[src/rtl/asi_pkg.sv]
// Shared helpers for the ASI user-port backends: byte-lane masks and their bit expansion.
// Widths are sized for the widest supported beat; callers cast down to their own lane count.
package asi_pkg;

  localparam int unsigned MAX_BYTES = 128;
  localparam int unsigned MAX_LO_W  = 7;
  localparam int unsigned MAX_SZ_W  = 3;

  typedef logic [MAX_BYTES-1:0]   lane_mask_t;
  typedef logic [MAX_BYTES*8-1:0] lane_data_t;

  // size must already be clamped to the beat's log2 byte count by the caller
  function automatic lane_mask_t lane_mask(input logic [MAX_LO_W-1:0] addr_lo,
                                           input logic [MAX_SZ_W-1:0] size);
    int unsigned lo;
    int unsigned span;
    int unsigned hi;
    lane_mask_t  m;
    lo   = 32'(addr_lo);
    span = 32'd1 << size;
    hi   = (lo & ~(span - 32'd1)) + span;
    m    = '0;
    for (int unsigned i = 0; i < MAX_BYTES; i++) begin
      m[i] = (i >= lo) && (i < hi);
    end
    return m;
  endfunction

  function automatic lane_data_t byte_expand(input lane_mask_t mask);
    lane_data_t d;
    d = '0;
    for (int unsigned i = 0; i < MAX_BYTES; i++) begin
      d[8*i +: 8] = {8{mask[i]}};
    end
    return d;
  endfunction

endpackage

[src/rtl/asi_rmem_pipe.sv]
// Generic N-stage valid+payload delay line; N==0 degenerates to a wire.
module asi_rmem_pipe #(
  parameter int unsigned N = 1,
  parameter int unsigned W = 1
) (
  input  logic         clk,
  input  logic         rst_n,
  input  logic         valid_i,
  input  logic [W-1:0] data_i,
  output logic         valid_o,
  output logic [W-1:0] data_o
);

  if (N == 0) begin : g_wire
    logic unused_clk;
    assign unused_clk = clk ^ rst_n;
    assign valid_o    = valid_i;
    assign data_o     = data_i;
  end else begin : g_reg
    logic [N-1:0] vld_q;
    logic [W-1:0] dat_q [N];

    always_ff @(posedge clk or negedge rst_n) begin
      if (!rst_n) begin
        vld_q <= '0;
        for (int unsigned i = 0; i < N; i++) begin
          dat_q[i] <= '0;
        end
      end else begin
        vld_q[0] <= valid_i;
        dat_q[0] <= data_i;
        for (int unsigned i = 1; i < N; i++) begin
          vld_q[i] <= vld_q[i-1];
          dat_q[i] <= dat_q[i-1];
        end
      end
    end

    assign valid_o = vld_q[N-1];
    assign data_o  = dat_q[N-1];
  end

endmodule

[src/rtl/asi_rmem.sv]
// User-clock SRAM read backend for the AXI slave read user port: fixed SLV_WS latency,
// lane masking, range check and sticky error status. Define ASI_RMEM_PARITY_EN for byte parity.
module asi_rmem
  import asi_pkg::*;
#(
  parameter int unsigned       AXI_DW    = 128,
  parameter int unsigned       AXI_AW    = 40,
  parameter int unsigned       AXI_SW    = 3,
  parameter int unsigned       SLV_WS    = 2,
  parameter int unsigned       RAM_LAT   = 1,
  parameter int unsigned       MEM_AW    = 10,
  parameter logic [AXI_AW-1:0] BASE_ADDR = '0,
  parameter int unsigned       ERRCW     = 8
) (
  input  logic                         clk,
  input  logic                         rst_n,
  input  logic                         m_re,
  input  logic [AXI_AW-1:0]            m_raddr,
  input  logic [AXI_SW-1:0]            m_rsize,
  output logic [AXI_DW-1:0]            m_rdata,
  output logic                         m_rvalid,
  output logic                         m_rslverr,
  output logic                         sram_ce,
  output logic [MEM_AW-1:0]            sram_addr,
  input  logic [AXI_DW-1:0]            sram_q,
  input  logic [AXI_DW/8-1:0]          sram_par,
  input  logic                         err_clr,
  output logic [ERRCW-1:0]             err_cnt,
  output logic [AXI_AW-1:0]            err_addr,
  output logic                         err_vld,
  output logic [$clog2(SLV_WS+1)-1:0]  inflight
);

  localparam int unsigned SLV_BYTES = AXI_DW / 8;
  localparam int unsigned OFFW      = $clog2(SLV_BYTES);
  localparam int unsigned IFW       = $clog2(SLV_WS + 1);
  localparam int unsigned P1W       = SLV_BYTES + 1 + AXI_AW;
  localparam int unsigned P2W       = P1W + AXI_DW + 1;

  localparam logic [AXI_AW:0] WIN_LO = {1'b0, BASE_ADDR};
  localparam logic [AXI_AW:0] WIN_HI = WIN_LO + ((AXI_AW+1)'(1) << (OFFW + MEM_AW));

  if (SLV_WS < RAM_LAT) begin : g_chk_ws
    $error("asi_rmem: SLV_WS must be >= RAM_LAT");
  end
  if (RAM_LAT < 1) begin : g_chk_lat
    $error("asi_rmem: RAM_LAT must be >= 1");
  end
  if (BASE_ADDR[OFFW-1:0] != '0) begin : g_chk_base
    $error("asi_rmem: BASE_ADDR must be aligned to the beat width");
  end

  // ---------------------------------------------------------------- issue
  logic                 in_rng;
  logic [AXI_AW-1:0]    rel;
  logic [MAX_SZ_W-1:0]  sz_cl;
  logic [SLV_BYTES-1:0] iss_mask;

  assign in_rng    = ({1'b0, m_raddr} >= WIN_LO) && ({1'b0, m_raddr} < WIN_HI);
  assign sram_ce   = m_re && in_rng;
  assign rel       = m_raddr - BASE_ADDR;
  assign sram_addr = MEM_AW'(rel >> OFFW);

  // Mask is zero for idle cycles and out-of-range beats so the output needs no extra gating
  always_comb begin
    sz_cl    = (32'(m_rsize) > OFFW) ? MAX_SZ_W'(OFFW) : MAX_SZ_W'(m_rsize);
    iss_mask = '0;
    if (sram_ce) begin
      iss_mask = SLV_BYTES'(lane_mask(MAX_LO_W'(m_raddr[OFFW-1:0]), sz_cl));
    end
  end

  // ------------------------------------------------------- to RAM_LAT stage
  logic                 s1_vld;
  logic [P1W-1:0]       s1_data;
  logic [SLV_BYTES-1:0] s1_mask;
  logic                 s1_rng;
  logic [AXI_AW-1:0]    s1_addr;
  logic                 s1_perr;

  asi_rmem_pipe #(.N(RAM_LAT), .W(P1W)) u_pipe_ram (
    .clk     (clk),
    .rst_n   (rst_n),
    .valid_i (m_re),
    .data_i  ({iss_mask, in_rng, m_raddr}),
    .valid_o (s1_vld),
    .data_o  (s1_data)
  );

  assign {s1_mask, s1_rng, s1_addr} = s1_data;

`ifdef ASI_RMEM_PARITY_EN
  always_comb begin
    s1_perr = 1'b0;
    for (int unsigned i = 0; i < SLV_BYTES; i++) begin
      s1_perr = s1_perr | (s1_mask[i] & ((^sram_q[8*i +: 8]) ^ sram_par[i]));
    end
  end
`else
  logic unused_par;
  assign unused_par = ^sram_par;
  assign s1_perr    = 1'b0;
`endif

  // ------------------------------------------------------- to SLV_WS stage
  logic                 s2_vld;
  logic [P2W-1:0]       s2_data;
  logic [SLV_BYTES-1:0] s2_mask;
  logic                 s2_rng;
  logic [AXI_AW-1:0]    s2_addr;
  logic [AXI_DW-1:0]    s2_q;
  logic                 s2_perr;

  asi_rmem_pipe #(.N(SLV_WS - RAM_LAT), .W(P2W)) u_pipe_out (
    .clk     (clk),
    .rst_n   (rst_n),
    .valid_i (s1_vld),
    .data_i  ({s1_mask, s1_rng, s1_addr, sram_q, s1_perr}),
    .valid_o (s2_vld),
    .data_o  (s2_data)
  );

  assign {s2_mask, s2_rng, s2_addr, s2_q, s2_perr} = s2_data;

  assign m_rvalid  = s2_vld;
  assign m_rdata   = s2_q & AXI_DW'(byte_expand(MAX_BYTES'(s2_mask)));
  assign m_rslverr = s2_vld && (!s2_rng || s2_perr);

  // --------------------------------------------------------- status
  logic [IFW-1:0]    inflight_q, inflight_d;
  logic [ERRCW-1:0]  err_cnt_q, err_cnt_d;
  logic [AXI_AW-1:0] err_addr_q, err_addr_d;
  logic              err_vld_q, err_vld_d;

  always_comb begin
    inflight_d = inflight_q;
    if (m_re && !m_rvalid) begin
      inflight_d = inflight_q + IFW'(1);
    end else if (!m_re && m_rvalid) begin
      inflight_d = inflight_q - IFW'(1);
    end
  end

  always_comb begin
    err_cnt_d  = err_cnt_q;
    err_addr_d = err_addr_q;
    err_vld_d  = err_vld_q;
    if (err_clr) begin
      err_cnt_d  = '0;
      err_addr_d = '0;
      err_vld_d  = 1'b0;
    end else if (m_rvalid && m_rslverr) begin
      if (err_cnt_q != '1) begin
        err_cnt_d = err_cnt_q + ERRCW'(1);
      end
      if (!err_vld_q) begin
        err_addr_d = s2_addr;
        err_vld_d  = 1'b1;
      end
    end
  end

  always_ff @(posedge clk or negedge rst_n) begin
    if (!rst_n) begin
      inflight_q <= '0;
      err_cnt_q  <= '0;
      err_addr_q <= '0;
      err_vld_q  <= 1'b0;
    end else begin
      inflight_q <= inflight_d;
      err_cnt_q  <= err_cnt_d;
      err_addr_q <= err_addr_d;
      err_vld_q  <= err_vld_d;
    end
  end

  assign inflight = inflight_q;
  assign err_cnt  = err_cnt_q;
  assign err_addr = err_addr_q;
  assign err_vld  = err_vld_q;

endmodule

[config.mk]
export PLATFORM = sky130hd
export DESIGN_NAME = asi_rmem
export DESIGN_NICKNAME = d
export VERILOG_FILES = /design/src/rtl/asi_pkg.sv /design/src/rtl/asi_rmem_pipe.sv /design/src/rtl/asi_rmem.sv
export SDC_FILE = /design/constraint.sdc
export NUM_CORES = 1
export LEC_CHECK = 0
export ABC_CLOCK_PERIOD_IN_PS = 1900
export BUFFER_PORTS_ARGS = -buffer_cell sky130_fd_sc_hd__buf_2
export CAP_MARGIN = 20
export CORE_AREA = 2 2 148 150
export CTS_CLUSTER_SIZE = 24
export DETAILED_ROUTE_END_ITERATION = 6
export DIE_AREA = 0 0 150 152
export PLACE_DENSITY = 0.78
export SLEW_MARGIN = 10
export SYNTH_ARGS = -nofsm -noshare
export SYNTH_HDL_FRONTEND = slang
export SYNTH_HIERARCHICAL = 1
export SYNTH_SLANG_ARGS = --single-unit
[constraint.sdc]
create_clock -name clk -period 1.9 [get_ports clk]
set_input_delay 0.095 -clock clk [delete_from_list [all_inputs] [get_ports clk]]
set_output_delay 0.095 -clock clk [all_outputs]
set_load 0.02 [all_outputs]
### Word level (Yosys, flattened, before mapping)

Index checks and enable logic that the tools add are counted.

* input bits: 191
* logic and storage cells: 92
* bits in registers: 295
* output and inout port bits: 192

* reductions and logical operators: 28
* add/sub/neg operators: 5
* shift-type cells: 1
* equality and inequality tests: 2
* bitwise logic cells: 3
* muxes and demuxes: 12
* magnitude comparators: 33

Operators by type and width (count)
* $lt 4x32->1 const A: 8
* $and 128x128->128: 1
* $lt 3x32->1 const A: 4
* $mux 40: 3
* $lt 1x32->1 const A: 2
* $lt 2x32->1 const A: 2
* $lt 40x15->1 const B: 1
* $add 32x32->32: 1
* $and 4x32->32: 1
* $not 32->32: 1
* $shl 1x3->32 const A: 1
* $sub 32x1->32 const B: 1
* $ge 4x4->1 const A: 7
* $mux 8: 3
* $logic_and 1x1->1: 20
* $ge 3x4->1 const A: 4
* $mux 16: 1
* $add 8x1->8 const B: 1
* $ge 1x4->1 const A: 2
* $ge 2x4->1 const A: 2
* $ne 8x8->1 const B: 1
* $reduce_bool 2->1: 3
* $mux 2: 2
* $reduce_and 2->1: 2
* other kinds (7): 10

### Logic depth before layout (Yosys ltp)

Gate-level depths: netlist of run 1.

* word-level depth: 10
* depth in mapped cells: 9
* depth with buffers taken out: 8

### Hierarchy

The synthesis of run 1 kept the hierarchy.

By module, submodules not included
* asi_rmem_pipe (u_pipe_out): area each 4679.5 um2, instances 1, cells an instance 187, sequential area each 4679.5 um2
* asi_rmem: area each 3374.5 um2, instances 1, cells an instance 371, sequential area each 1276.2 um2
* asi_rmem_pipe (u_pipe_ram): area each 1451.4 um2, instances 1, cells an instance 58, sequential area each 1451.4 um2

### Worst setup path before layout of run 1

No wires, ideal clock.

* path type: input to register
* from: input m_rsize[0]
* to: register u_pipe_ram.g_reg.dat_q, in the netlist u_pipe_ram/data_o[49]
* path slack: -0.212 ns
* arrival time: 2.009 ns
* data required time: 1.796 ns
* cell stages on the path: 8
* library setup time: 0.104 ns
* cell sequence: buf_2 > nor4b_1 > ha_1 > and3b_1 > a311o_1 > a211oi_4 > nor2_1 > a221oi_1

* cells in the longest elaborated chain, start to end: 10

RTL lines
* from (decl): RTL line asi_rmem.sv:19 `input logic [AXI_SW-1:0] m_rsize,`
* $gt 3x3->1: RTL line asi_rmem.sv:66 `sz_cl = (32'(m_rsize) > OFFW) ? MAX_SZ_W'(OFFW) : MAX_SZ_W'(m_rsize);`
* $mux 3 (*): RTL line asi_rmem.sv:66
* $shl 1x3->32 (*): RTL line asi_pkg.sv:20 `span = 32'd1 << size;`
* $sub 32x1->32: RTL line asi_pkg.sv:21 `hi = (lo & ~(span - 32'd1)) + span;`
* $not 32->32: RTL line asi_pkg.sv:21
* $and 4x32->32: RTL line asi_pkg.sv:21
* $add 32x32->32 (*): RTL line asi_pkg.sv:21
* $lt 4x32->1 (*): RTL line asi_pkg.sv:24 `m[i] = (i >= lo) && (i < hi);`
* $logic_and 1x1->1 (*): RTL line asi_pkg.sv:24
* $mux 16 (*): RTL line asi_rmem.sv:68 `if (sram_ce) begin`
* net iss_mask[8]: RTL line asi_rmem.sv:57 `logic [SLV_BYTES-1:0] iss_mask;`
* to (signal, indexed assignment): RTL line asi_rmem_pipe.sv:34 `dat_q[i] <= dat_q[i-1];`
* to (decl): RTL line asi_rmem_pipe.sv:21 `logic [W-1:0] dat_q [N];`

The timed path passes the listed nets; every way through them passes the cells marked *.
A chain may end at the register's enable or synchronous reset.

### Final worst setup path of run 1

* from: input m_raddr[39]
* to: output sram_ce

* cells in the longest elaborated chain, start to end: 2

RTL lines
* from (decl): RTL line asi_rmem.sv:18 `input logic [AXI_AW-1:0] m_raddr,`
* $lt 40x15->1: RTL line asi_rmem.sv:59 `assign in_rng = ({1'b0, m_raddr} >= WIN_LO) && ({1'b0, m_raddr} < WIN_HI);`
* $logic_and 1x1->1: RTL line asi_rmem.sv:60 `assign sram_ce = m_re && in_rng;`
* to (decl): RTL line asi_rmem.sv:23 `output logic sram_ce,`

Every way passes these cells.

==> run_summary.xml, run 1 <==
<?xml version="1.0" encoding="UTF-8"?>
<metrics>
  <group name="status">
    <metric name="outcome" unit="">completed</metric>
  </group>
  <group name="critical_path">
    <metric name="cp_slowest_stage_delay" unit="ns">0.55</metric>
    <metric name="cp.buffers_inverters" unit="">4</metric>
    <metric name="required" unit="ns">1.80</metric>
    <metric name="critPathMostFrequentCell" unit="">buf_4</metric>
    <metric name="cp_num_cells" unit="">7</metric>
    <metric name="rrSetupSlack" unit="ns">0.16</metric>
    <metric name="timing.critical_path.to_type" unit="">primary output</metric>
    <metric name="critical_path_data_arrival_time" unit="ns">1.75</metric>
    <metric name="worst-setup-path-type" unit="">input port to primary output</metric>
    <metric name="start_kind" unit="">input port</metric>
    <metric name="path_delay_family" unit="">buffers and inverters</metric>
    <metric name="critical_path_peak_fanout" unit="">2</metric>
    <metric name="crit_path_cell_trace" unit="">dlygate4sd3_1, buf_2, nor4_4, nand4_1, nor3_2, buf_4, buf_4</metric>
    <metric name="timing.reg2reg.worst_path_depth" unit="">7</metric>
    <metric name="critical-path-slowest-cell" unit="">dlygate4sd3_1</metric>
  </group>
  <group name="global_routing">
    <metric name="met2_usage" unit="">0.417</metric>
    <metric name="grt_start_max_net_pins" unit="">75</metric>
    <metric name="antenna_found_initial" unit="">2</metric>
    <metric name="global_route.usage.met1" unit="">0.276</metric>
    <metric name="gr-usage-all-layers" unit="">0.237</metric>
    <metric name="global_route.peak_usage_layer" unit="">met2</metric>
    <metric name="number_of_global_route_vias_before_repair" unit="">7898</metric>
    <metric name="grt_util_met3" unit="">0.0526</metric>
    <metric name="globalRouteOverflowTotal" unit="">0</metric>
    <metric name="grt_first_pass_wirelength" unit="um">42000</metric>
  </group>
  <group name="drt">
    <metric name="drt-wirelength-per-cell" unit="um">18.2</metric>
    <metric name="number_of_drc_violations_after_detailed_routing_iteration_0" unit="">440</metric>
    <metric name="drc" unit="">0</metric>
    <metric name="postRouteAntennaNets" unit="">0</metric>
    <metric name="first_pass_iters" unit="">4</metric>
    <metric name="routed_wirelength" unit="um">27200</metric>
    <metric name="detailroute.via_count" unit="">7126</metric>
    <metric name="avgViaCountPerCell" unit="">4.78</metric>
  </group>
  <group name="yosys">
    <metric name="synth_commonest_cells" unit="">296 x dfrtp_1, 132 x and2_1, 40 x a22o_1</metric>
    <metric name="synth.area.top_cells" unit="">dfrtp_1 78%, and2_1 8.7%, a22o_1 3.7%</metric>
    <metric name="synth-edff-count" unit="">0</metric>
    <metric name="synth.ff_latch_count" unit="">296</metric>
    <metric name="syn-cell-area" unit="um^2">9510</metric>
    <metric name="syn-instance-count" unit="">616</metric>
    <metric name="ys.flop_type" unit="">dfrtp_1</metric>
    <metric name="yosysWarnings" unit="">6</metric>
    <metric name="yosysUniqueCellTypes" unit="">42</metric>
    <metric name="nets_in_the_synthesized_netlist" unit="">811</metric>
    <metric name="synthArstFlopShare" unit="">1.00</metric>
    <metric name="yosysSeqAreaShare" unit="">0.779</metric>
    <metric name="synth_largest_type_area_fraction" unit="">0.779</metric>
    <metric name="avgSynthCellArea" unit="um^2">15.4</metric>
    <metric name="synthDominantAreaCellType" unit="">dfrtp_1</metric>
    <metric name="synthMostInstantiatedCell" unit="">dfrtp_1</metric>
  </group>
  <group name="pwr">
    <metric name="seq_power_share" unit="">0.494</metric>
    <metric name="netSwitchingPower" unit="W">0.00298</metric>
    <metric name="combPwrFrac" unit="">0.083</metric>
    <metric name="cellLeakagePower" unit="nW">7.48</metric>
    <metric name="power.share.switching" unit="">0.219</metric>
    <metric name="vdd_ir_drop_max" unit="V">0.000716</metric>
    <metric name="cell_internal_pwr" unit="W">0.0107</metric>
    <metric name="powerDensity" unit="nW/um^2">931</metric>
    <metric name="pwr-share-clk" unit="">0.423</metric>
  </group>
  <group name="placed_design">
    <metric name="place.detailed.hpwl" unit="um">16500</metric>
    <metric name="dpl_worst_slack" unit="ns">-0.373</metric>
    <metric name="numPortBuffers" unit="">366</metric>
    <metric name="post-place-cells" unit="">1264</metric>
    <metric name="placement_stage_cell_area" unit="um^2">11800</metric>
    <metric name="gpl_wtd_cong" unit="">0.894</metric>
  </group>
  <group name="finish">
    <metric name="finish.net_count" unit="">1384</metric>
    <metric name="syn2layout_area_growth" unit="%">54.1</metric>
    <metric name="final_util" unit="">0.686</metric>
    <metric name="post_route_cells_drive_above_1_share" unit="">0.383</metric>
    <metric name="final_cell_count_no_fill" unit="">1492</metric>
    <metric name="finalInstanceArea" unit="um^2">14600</metric>
  </group>
  <group name="clock_network">
    <metric name="clk_transition_reported_paths" unit="ns">0.06</metric>
    <metric name="cts_tree" unit="">yes</metric>
    <metric name="cts_buffers" unit="">29</metric>
    <metric name="root_buffer" unit="">clkbuf_16</metric>
    <metric name="clock_path_buffers" unit="">3</metric>
    <metric name="htree_levels" unit="">1</metric>
    <metric name="numClockSinks" unit="">296</metric>
    <metric name="clk-insertion-delay-late" unit="ns">0.53</metric>
  </group>
  <group name="worst_hold_path">
    <metric name="holdCritPathClass" unit="">input port to async pin</metric>
  </group>
  <group name="floorplan">
    <metric name="num_io_pins" unit="">383</metric>
    <metric name="floorplan.die.width" unit="um">150</metric>
    <metric name="chipHeight" unit="um">152</metric>
    <metric name="floorplan.initialDensity" unit="">0.445</metric>
    <metric name="num_rows" unit="">54</metric>
    <metric name="floorplan.die_area" unit="um^2">22800</metric>
    <metric name="coreArea" unit="um^2">21400</metric>
  </group>
  <group name="sta">
    <metric name="setup_repair_after_global_routing_missed_its_margin" unit="">yes</metric>
    <metric name="worstMarginPinSlew" unit="ns">0.982</metric>
    <metric name="final_hold_viol_count" unit="">0</metric>
    <metric name="clock-skew-final" unit="ns">0.00767</metric>
    <metric name="final_worst_setup_slack" unit="ns">0.0587</metric>
    <metric name="min_period_over_period" unit="">0.969</metric>
    <metric name="timing_max_transition_violations_final" unit="">0</metric>
    <metric name="setup-violations-final" unit="">0</metric>
    <metric name="final.min_clock_period" unit="ns">1.84</metric>
    <metric name="timing.slew.headroom" unit="">0.344</metric>
    <metric name="maxClockFrequency" unit="MHz">543</metric>
  </group>
  <group name="job">
    <metric name="max_cap_violations" unit="">0</metric>
  </group>
</metrics>
## per-stage QoR
step	TNS (ns)	total power (W)	hold slack, ns
floorplan	-0.746	0.00714	-0.201
global placement	-2.30	0.00763	0.108
detailed placement	-3.80	0.00767	0.112
CTS	0	0.0137	0.131
global route	-0.0155	0.0141	0.161
finish	0	0.0136	0.108
## final cells by class
cell class | instances | area (um^2)
antenna | 2 | 5.00
timing repair buffer | 567 | 3850
inverter | 8 | 30.0
sequential | 296 | 7410
clock buffer | 42 | 845
multi-input combinational | 287 | 2030
fill | 1409 | 6710
clock inverter | 10 | 134
tap | 280 | 350
## final timing paths
check                                         end            startpoint
max                                       sram_ce           m_raddr[39]
min                         u_pipe_ram/data_o[26]                 rst_n
max reg2reg                            err_cnt[5]            err_cnt[0]
min reg2reg                u_pipe_out/data_o[136]  u_pipe_ram/data_o[7]
max in group asynchronous   u_pipe_out/data_o[58]                 rst_n
min in group clk            u_pipe_ram/data_o[56]            m_rsize[2]
## flip-flops by register name, summed over array words and instances, names as in the netlist
name,count
u_pipe_out/valid_o,1
u_pipe_ram/data_o,57
inflight,2
err_cnt,8
u_pipe_ram/valid_o,1
err_addr,40
err_vld,1
u_pipe_out/data_o,186
## power by group through the flow
stage	Sequential, W	Clock, W	Combinational [W]
floorplan	0.00690	0	0.000241
global placement	0.00682	0	0.000815
detailed placement	0.00683	0	0.000839
CTS	0.00672	0.00588	0.00112
global route	0.00676	0.00615	0.00123
finish	0.00673	0.00577	0.00114
## repair_timing
action / 4_1_cts / 5_1_grt
gates resized for setup: 0 / 12
hold endpoints to repair: 394 / 0
endpoints found under the setup margin: 0 / 20
hold buffers: 173 / 0
setup buffers: 0 / 1
## placed cells by master (no fill, tap or decap), types with 5 or more instances in the layout
master,instances
clkbuf_8,7
buf_2,364
nor2_1,18
a22o_1,40
dfrtp_1,296
nand3_1,6
clkbuf_16,29
clkbuf_1,6
inv_1,7
buf_12,5
dlygate4sd3_1,173
nand2_1,5
and2_1,132
nor3_1,6
xnor2_1,5
buf_4,24
a221oi_1,8
## logic make-up after synthesis
group	count (synthesis)	share of synthesized area
flops	296	0.779
buf+inv	33	0.0175
fa+ha+maj	4	0.00527
compound gates	68	0.0609
xor+xnor	8	0.00737
simple gates	205	0.128
mux	1	0.00105
other cells	1	0.000395
## layer usage
layer,vias to the layer above,part of all wire
li1,3205,-
met4,0,0.044
met2,290,0.52
met1,3541,0.37
met3,90,0.062
met5,-,0
Note: power is estimated with default switching activity, not from simulation.
==> inputs of run 2 (changes only) <==
--- a/config.mk
+++ b/config.mk
@@ -5,7 +5,7 @@
 export SDC_FILE = /design/constraint.sdc
 export NUM_CORES = 1
 export LEC_CHECK = 0
-export ABC_CLOCK_PERIOD_IN_PS = 1900
+export ABC_CLOCK_PERIOD_IN_PS = 2200
 export BUFFER_PORTS_ARGS = -buffer_cell sky130_fd_sc_hd__buf_2
 export CAP_MARGIN = 20
 export CORE_AREA = 2 2 148 150
@@ -13,6 +13,7 @@
 export DETAILED_ROUTE_END_ITERATION = 6
 export DIE_AREA = 0 0 150 152
 export PLACE_DENSITY = 0.78
+export REMOVE_ABC_BUFFERS = 1
 export SLEW_MARGIN = 10
 export SYNTH_ARGS = -nofsm -noshare
 export SYNTH_HDL_FRONTEND = slang
==> constraint.sdc (replaced) <==
create_clock -name clk -period 2.2 [get_ports clk]
set_input_delay 0.11 -clock clk [delete_from_list [all_inputs] [get_ports clk]]
set_output_delay 0.11 -clock clk [all_outputs]
set_load 0.02 [all_outputs]
==> run_summary.xml, run 2 (synthesized netlist as in run 1, its figures left out) <==
<?xml version="1.0" encoding="UTF-8"?>
<metrics>
  <group name="critical_path">
    <metric name="critical_path_peak_fanout" unit="">4</metric>
    <metric name="required" unit="ns">2.09</metric>
    <metric name="timing.reg2reg.worst_path_depth" unit="">6</metric>
    <metric name="worst-setup-path-type" unit="">input port to primary output</metric>
    <metric name="critical_path_data_arrival_time" unit="ns">2.05</metric>
    <metric name="start_kind" unit="">input port</metric>
    <metric name="timing.critical_path.to_type" unit="">primary output</metric>
  </group>
  <group name="finish">
    <metric name="final_cell_count_no_fill" unit="">1479</metric>
    <metric name="layout_commonest_cell" unit="">buf_2</metric>
    <metric name="final-seq-area" unit="um^2">7410</metric>
    <metric name="final_util" unit="">0.680</metric>
    <metric name="finish.net_count" unit="">1368</metric>
    <metric name="syn2layout_area_growth" unit="%">52.8</metric>
    <metric name="largest_register_ffs" unit="">186</metric>
    <metric name="post_route_cells_drive_above_1_share" unit="">0.376</metric>
    <metric name="multi_input_area" unit="um^2">2000</metric>
    <metric name="most-common-layout-cells" unit="">364 x buf_2, 296 x dfrtp_1, 171 x dlygate4sd3_1</metric>
    <metric name="fill_cells" unit="">1423</metric>
  </group>
  <group name="clock_network">
    <metric name="cts_tree" unit="">yes</metric>
    <metric name="root_buffer" unit="">clkbuf_16</metric>
    <metric name="cts_buffers" unit="">29</metric>
    <metric name="clk-insertion-delay-late" unit="ns">0.53</metric>
    <metric name="clk_transition_reported_paths" unit="ns">0.06</metric>
    <metric name="htree_levels" unit="">1</metric>
    <metric name="clock_path_buffers" unit="">3</metric>
    <metric name="numClockSinks" unit="">296</metric>
  </group>
  <group name="placed_design">
    <metric name="place.detailed.hpwl" unit="um">16100</metric>
    <metric name="gpl_wtd_cong" unit="">0.843</metric>
    <metric name="numPortBuffers" unit="">366</metric>
    <metric name="post-place-cells" unit="">1251</metric>
  </group>
  <group name="global_routing">
    <metric name="grt_first_pass_wirelength" unit="um">41100</metric>
    <metric name="grt_start_max_net_pins" unit="">74</metric>
    <metric name="grt_util_met3" unit="">0.0514</metric>
    <metric name="global_route.peak_usage_layer" unit="">met2</metric>
    <metric name="globalRouteOverflowTotal" unit="">0</metric>
    <metric name="number_of_global_route_vias_before_repair" unit="">7726</metric>
    <metric name="global_route.usage.met1" unit="">0.268</metric>
    <metric name="gr-usage-all-layers" unit="">0.232</metric>
    <metric name="met2_usage" unit="">0.397</metric>
    <metric name="antenna_found_initial" unit="">3</metric>
  </group>
  <group name="sta">
    <metric name="setup-violations-final" unit="">0</metric>
    <metric name="min_period_over_period" unit="">0.982</metric>
    <metric name="final_hold_viol_count" unit="">0</metric>
    <metric name="timing.slew.headroom" unit="">0.463</metric>
    <metric name="timing_max_transition_violations_final" unit="">0</metric>
    <metric name="clock-skew-final" unit="ns">0.00973</metric>
    <metric name="setup_repair_after_global_routing_missed_its_margin" unit="">yes</metric>
    <metric name="worstMarginPinSlew" unit="ns">0.799</metric>
    <metric name="timing.setup.tns" unit="ns">0</metric>
    <metric name="worst_hold_slack" unit="ns">0.141</metric>
    <metric name="maxClockFrequency" unit="MHz">463</metric>
    <metric name="final.min_clock_period" unit="ns">2.16</metric>
  </group>
  <group name="floorplan">
    <metric name="floorplan.die.width" unit="um">150</metric>
    <metric name="floorplan.initialDensity" unit="">0.445</metric>
    <metric name="num_rows" unit="">54</metric>
    <metric name="chipHeight" unit="um">152</metric>
    <metric name="floorplan.die_area" unit="um^2">22800</metric>
    <metric name="num_io_pins" unit="">383</metric>
    <metric name="coreArea" unit="um^2">21400</metric>
  </group>
  <group name="pwr">
    <metric name="vdd_ir_drop_max" unit="V">0.000720</metric>
    <metric name="p_total" unit="W">0.0120</metric>
    <metric name="powerDensity" unit="nW/um^2">826</metric>
    <metric name="cellLeakagePower" unit="nW">7.42</metric>
  </group>
  <group name="drt">
    <metric name="drc" unit="">0</metric>
    <metric name="number_of_drc_violations_after_detailed_routing_iteration_0" unit="">371</metric>
    <metric name="postRouteAntennaNets" unit="">0</metric>
    <metric name="avgViaCountPerCell" unit="">4.75</metric>
    <metric name="routed_wirelength" unit="um">26600</metric>
    <metric name="detailroute.via_count" unit="">7029</metric>
    <metric name="first_pass_iters" unit="">4</metric>
    <metric name="drt-wirelength-per-cell" unit="um">18.0</metric>
  </group>
  <group name="worst_hold_path">
    <metric name="holdCritPathClass" unit="">input port to async pin</metric>
  </group>
  <group name="status">
    <metric name="outcome" unit="">completed</metric>
  </group>
  <group name="job">
    <metric name="max_cap_violations" unit="">0</metric>
  </group>
</metrics>
[run 2: cell count changes in the layout (fill, tap and decap cells not counted), moves of 4 or more]
cell      previous run  this run
clkbuf_1             6         2
clkbuf_8             7         2
nor4_1               4         8
buf_4               24        12
clkinv_2             4         9
[run 2: per-layer routing]
| metal | up-vias | share of wire | routed length (um) |
|---|---|---|---|
| li1 | 3179 | - | - |
| met1 | 3435 | 0.37 | 9850 |
| met2 | 310 | 0.51 | 13500 |
| met3 | 105 | 0.067 | 1790 |
| met4 | 0 | 0.057 | 1530 |
| met5 | - | 0 | 0 |
[run 2: through the flow]
step | area (um^2) | setup WS [ns]
6_report | 14500 | 0.0385
5_1_grt | 14500 | -0.0535
4_1_cts | 14500 | 0.00366
3_5_place_dp | 11700 | -0.0903
3_3_place_gp | 11700 | 0.00731
2_1_floorplan | 9370 | -0.849
[run 2: path summary, 6_finish.rpt]
kind                                  startpoint                      to  slack [ns]
setup / recovery                     m_raddr[33]                 sram_ce        0.04
hold / removal                             rst_n              err_cnt[0]        0.14
setup reg to reg                      err_cnt[0]              err_cnt[7]        0.39
hold reg to reg            u_pipe_ram/data_o[25]  u_pipe_out/data_o[154]        0.34
max in group asynchronous                  rst_n             err_addr[1]        1.30
min in group clk                      m_rsize[0]   u_pipe_ram/data_o[46]        0.18
[run 2: power by group]
group / internal, W / switching [W] / leakage, nW
combinational: 0.000469 / 0.000492 / 3.31
clock: 0.00319 / 0.00203 / 0.499
sequential: 0.00571 / 0.000111 / 3.62
total: 0.00937 / 0.00263 / 7.42
[run 2: area by class of cell]
cell class | instances | area share
sequential | 296 | 0.510
timing repair buffer | 551 | 0.255
multi-input combinational | 287 | 0.138
clock buffer | 33 | 0.0524
tap | 280 | 0.0241
clock inverter | 21 | 0.0187
inverter | 8 | 0.00207
antenna | 3 | 0.000517
[run 2: repair_timing]
| item | CTS | global route |
|---|---|---|
| setup endpoints to repair | 0 | 14 |
| buffers inserted | 0 | 1 |
| hold buffers | 171 | 0 |
| gates resized for setup | 0 | 10 |
| hold endpoints to repair | 262 | 0 |
[run 2: critical path, cell delays in order]
cell and delay, ns:
dlygate4sd3_1 0.55, buf_2 0.15, nor4_1 0.35, nand4_1 0.28
nor3_2 0.24, buf_4 0.18, buf_2 0.18
==> inputs of run 3 (changes only) <==
--- a/config.mk
+++ b/config.mk
@@ -5,7 +5,7 @@
 export SDC_FILE = /design/constraint.sdc
 export NUM_CORES = 1
 export LEC_CHECK = 0
-export ABC_CLOCK_PERIOD_IN_PS = 2200
+export ABC_CLOCK_PERIOD_IN_PS = 2700
 export BUFFER_PORTS_ARGS = -buffer_cell sky130_fd_sc_hd__buf_2
 export CAP_MARGIN = 20
 export CORE_AREA = 2 2 148 150
==> constraint.sdc (replaced) <==
create_clock -name clk -period 2.7 [get_ports clk]
set_input_delay 0.135 -clock clk [delete_from_list [all_inputs] [get_ports clk]]
set_output_delay 0.135 -clock clk [all_outputs]
set_load 0.02 [all_outputs]
==> run_summary.xml, run 3 (synthesized netlist as in run 1, its figures left out) <==
<?xml version="1.0" encoding="UTF-8"?>
<metrics>
  <group name="sta">
    <metric name="clock-skew-final" unit="ns">0.00970</metric>
    <metric name="worstMarginPinSlew" unit="ns">0.682</metric>
    <metric name="min_period_over_period" unit="">0.907</metric>
    <metric name="timing_max_transition_violations_final" unit="">0</metric>
    <metric name="worst_hold_slack" unit="ns">0.0507</metric>
    <metric name="setup_repair_after_global_routing_missed_its_margin" unit="">no</metric>
    <metric name="final.min_clock_period" unit="ns">2.45</metric>
    <metric name="maxClockFrequency" unit="MHz">408</metric>
    <metric name="setup-violations-final" unit="">0</metric>
    <metric name="timing.slew.headroom" unit="">0.544</metric>
    <metric name="timing.setup.tns" unit="ns">0</metric>
    <metric name="final_hold_viol_count" unit="">0</metric>
    <metric name="final_worst_setup_slack" unit="ns">0.252</metric>
  </group>
  <group name="floorplan">
    <metric name="num_rows" unit="">54</metric>
    <metric name="chipHeight" unit="um">152</metric>
    <metric name="coreArea" unit="um^2">21400</metric>
    <metric name="num_io_pins" unit="">383</metric>
    <metric name="floorplan.die_area" unit="um^2">22800</metric>
    <metric name="floorplan.die.width" unit="um">150</metric>
    <metric name="floorplan.initialDensity" unit="">0.445</metric>
  </group>
  <group name="global_routing">
    <metric name="grt_first_pass_wirelength" unit="um">41900</metric>
    <metric name="gr-usage-all-layers" unit="">0.238</metric>
    <metric name="number_of_global_route_vias_before_repair" unit="">7650</metric>
    <metric name="globalRouteOverflowTotal" unit="">0</metric>
    <metric name="antenna_found_initial" unit="">1</metric>
    <metric name="grt_start_max_net_pins" unit="">100</metric>
  </group>
  <group name="clock_network">
    <metric name="cts_resized" unit="">0</metric>
    <metric name="post-cts-setup-buffer-count" unit="">0</metric>
    <metric name="clk-insertion-delay-late" unit="ns">0.54</metric>
    <metric name="cts_buffers" unit="">30</metric>
    <metric name="clk_transition_reported_paths" unit="ns">0.06</metric>
    <metric name="numClockSinks" unit="">296</metric>
    <metric name="root_buffer" unit="">clkbuf_16</metric>
    <metric name="htree_levels" unit="">1</metric>
    <metric name="cts_tree" unit="">yes</metric>
    <metric name="clock_path_buffers" unit="">3</metric>
  </group>
  <group name="finish">
    <metric name="finish.net_count" unit="">1362</metric>
    <metric name="final-seq-area" unit="um^2">7410</metric>
    <metric name="syn2layout_area_growth" unit="%">51.8</metric>
    <metric name="multi_input_area" unit="um^2">1940</metric>
    <metric name="layout_commonest_cell" unit="">buf_2</metric>
    <metric name="post_route_cells_drive_above_1_share" unit="">0.362</metric>
    <metric name="final_util" unit="">0.676</metric>
    <metric name="largest_register_ffs" unit="">186</metric>
    <metric name="fill_cells" unit="">1435</metric>
    <metric name="final_cell_count_no_fill" unit="">1470</metric>
    <metric name="most-common-layout-cells" unit="">365 x buf_2, 296 x dfrtp_1, 171 x dlygate4sd3_1</metric>
  </group>
  <group name="pwr">
    <metric name="powerDensity" unit="nW/um^2">687</metric>
    <metric name="cellLeakagePower" unit="nW">7.40</metric>
    <metric name="combPwrFrac" unit="">0.078</metric>
    <metric name="vdd_ir_drop_max" unit="V">0.000632</metric>
    <metric name="netSwitchingPower" unit="W">0.00217</metric>
    <metric name="power.share.switching" unit="">0.219</metric>
    <metric name="pwr-share-clk" unit="">0.444</metric>
    <metric name="cell_internal_pwr" unit="W">0.00775</metric>
    <metric name="seq_power_share" unit="">0.478</metric>
  </group>
  <group name="drt">
    <metric name="number_of_drc_violations_after_detailed_routing_iteration_0" unit="">376</metric>
    <metric name="first_pass_iters" unit="">5</metric>
    <metric name="postRouteAntennaNets" unit="">0</metric>
    <metric name="detailroute.via_count" unit="">7028</metric>
    <metric name="drt-wirelength-per-cell" unit="um">18.5</metric>
    <metric name="routed_wirelength" unit="um">27100</metric>
    <metric name="drc" unit="">0</metric>
    <metric name="avgViaCountPerCell" unit="">4.78</metric>
  </group>
  <group name="placed_design">
    <metric name="dpl_worst_slack" unit="ns">0.278</metric>
    <metric name="place.detailed.hpwl" unit="um">16200</metric>
    <metric name="numPortBuffers" unit="">366</metric>
    <metric name="gpl_wtd_cong" unit="">0.834</metric>
    <metric name="post-place-cells" unit="">1244</metric>
  </group>
  <group name="job">
    <metric name="max_cap_violations" unit="">0</metric>
  </group>
  <group name="critical_path">
    <metric name="required" unit="ns">3.11</metric>
    <metric name="reg2reg_from" unit="">err_cnt[0]</metric>
    <metric name="critical_path_peak_fanout" unit="">12</metric>
    <metric name="critical_path_data_arrival_time" unit="ns">2.86</metric>
    <metric name="timing.critical_path.to_type" unit="">register</metric>
    <metric name="rrSetupSlack" unit="ns">0.79</metric>
    <metric name="worst-setup-path-type" unit="">input port to register</metric>
    <metric name="timing.reg2reg.worst_path_depth" unit="">6</metric>
    <metric name="reg2reg_to" unit="">err_cnt[5]</metric>
    <metric name="start_kind" unit="">input port</metric>
    <metric name="startpoint" unit="">m_raddr[1]</metric>
  </group>
  <group name="worst_hold_path">
    <metric name="holdCritPathClass" unit="">input port to async pin</metric>
  </group>
  <group name="status">
    <metric name="outcome" unit="">completed</metric>
  </group>
</metrics>
-- run 3: cell count changes in the layout (fill, tap and decap cells not counted), sizes merged --
cell | before | now
buf | 380 | 373
clkbuf | 33 | 39
clkinvlp | 5 | 1
diode | 3 | 1
clkinv | 9 | 8
inv | 9 | 8
-- run 3: per-layer routing --
| layer | global-route usage | vias up | wire (um) |
|---|---|---|---|
| met4 | 0.109 | 0 | 1180 |
| met1 | 0.276 | 3480 | 10100 |
| met2 | 0.422 | 308 | 14200 |
| met5 | 0 | - | 0 |
| li1 | - | 3155 | - |
| met3 | 0.0474 | 85 | 1670 |
-- run 3: worst max-delay path by stage --
stage                                        to  cells after the start
after global routing      u_pipe_ram/data_o[49]                     10
final                     u_pipe_ram/data_o[49]                     10
after global placement    u_pipe_ram/data_o[49]                      8
after floorplan                     err_addr[0]                      3
after CTS                 u_pipe_ram/data_o[49]                     10
after detailed placement  u_pipe_ram/data_o[49]                      8
-- run 3: through the flow --
stage | cell area, um^2 | power, W
final | 14400 | 0.00992
after detailed placement | 11700 | 0.00538
after global placement | 11700 | 0.00535
after global routing | 14400 | 0.0103
after CTS | 14400 | 0.00997
after floorplan | 9370 | 0.00498
-- run 3: layout make-up --
class,count,area share
multi-input cells,287,0.134
well taps,280,0.0243
clock inverters,15,0.0163
diodes,1,0.000173
flip-flops and latches,296,0.513
clock buffers,39,0.0572
repair buffers,544,0.252
inverters,8,0.00208
-- run 3: power groups by stage --
stage	logic [W]	clock network, W	registers [W]
3_5_place_dp	0.000571	0	0.00481
5_1_grt	0.000841	0.00470	0.00475
4_1_cts	0.000772	0.00447	0.00473
3_3_place_gp	0.000551	0	0.00480
6_report	0.000776	0.00441	0.00474
2_1_floorplan	0.000127	0	0.00486
-- run 3: what timing repair did --
action / 4_1_cts / 5_1_grt
setup endpoints to repair: 0 / 0
hold endpoints to repair: 483 / 0
hold buffers: 171 / 0
-- run 3: worst max-delay path, cell delays in order --
cell and delay (ns):
dlygate4sd3_1 0.55, buf_2 0.21, xnor2_1 0.15, nor3_1 0.15, ha_1 0.32, and3b_1 0.21, a311o_1 0.35, a211oi_4 0.27
nor2_1 0.15, a221oi_1 0.35
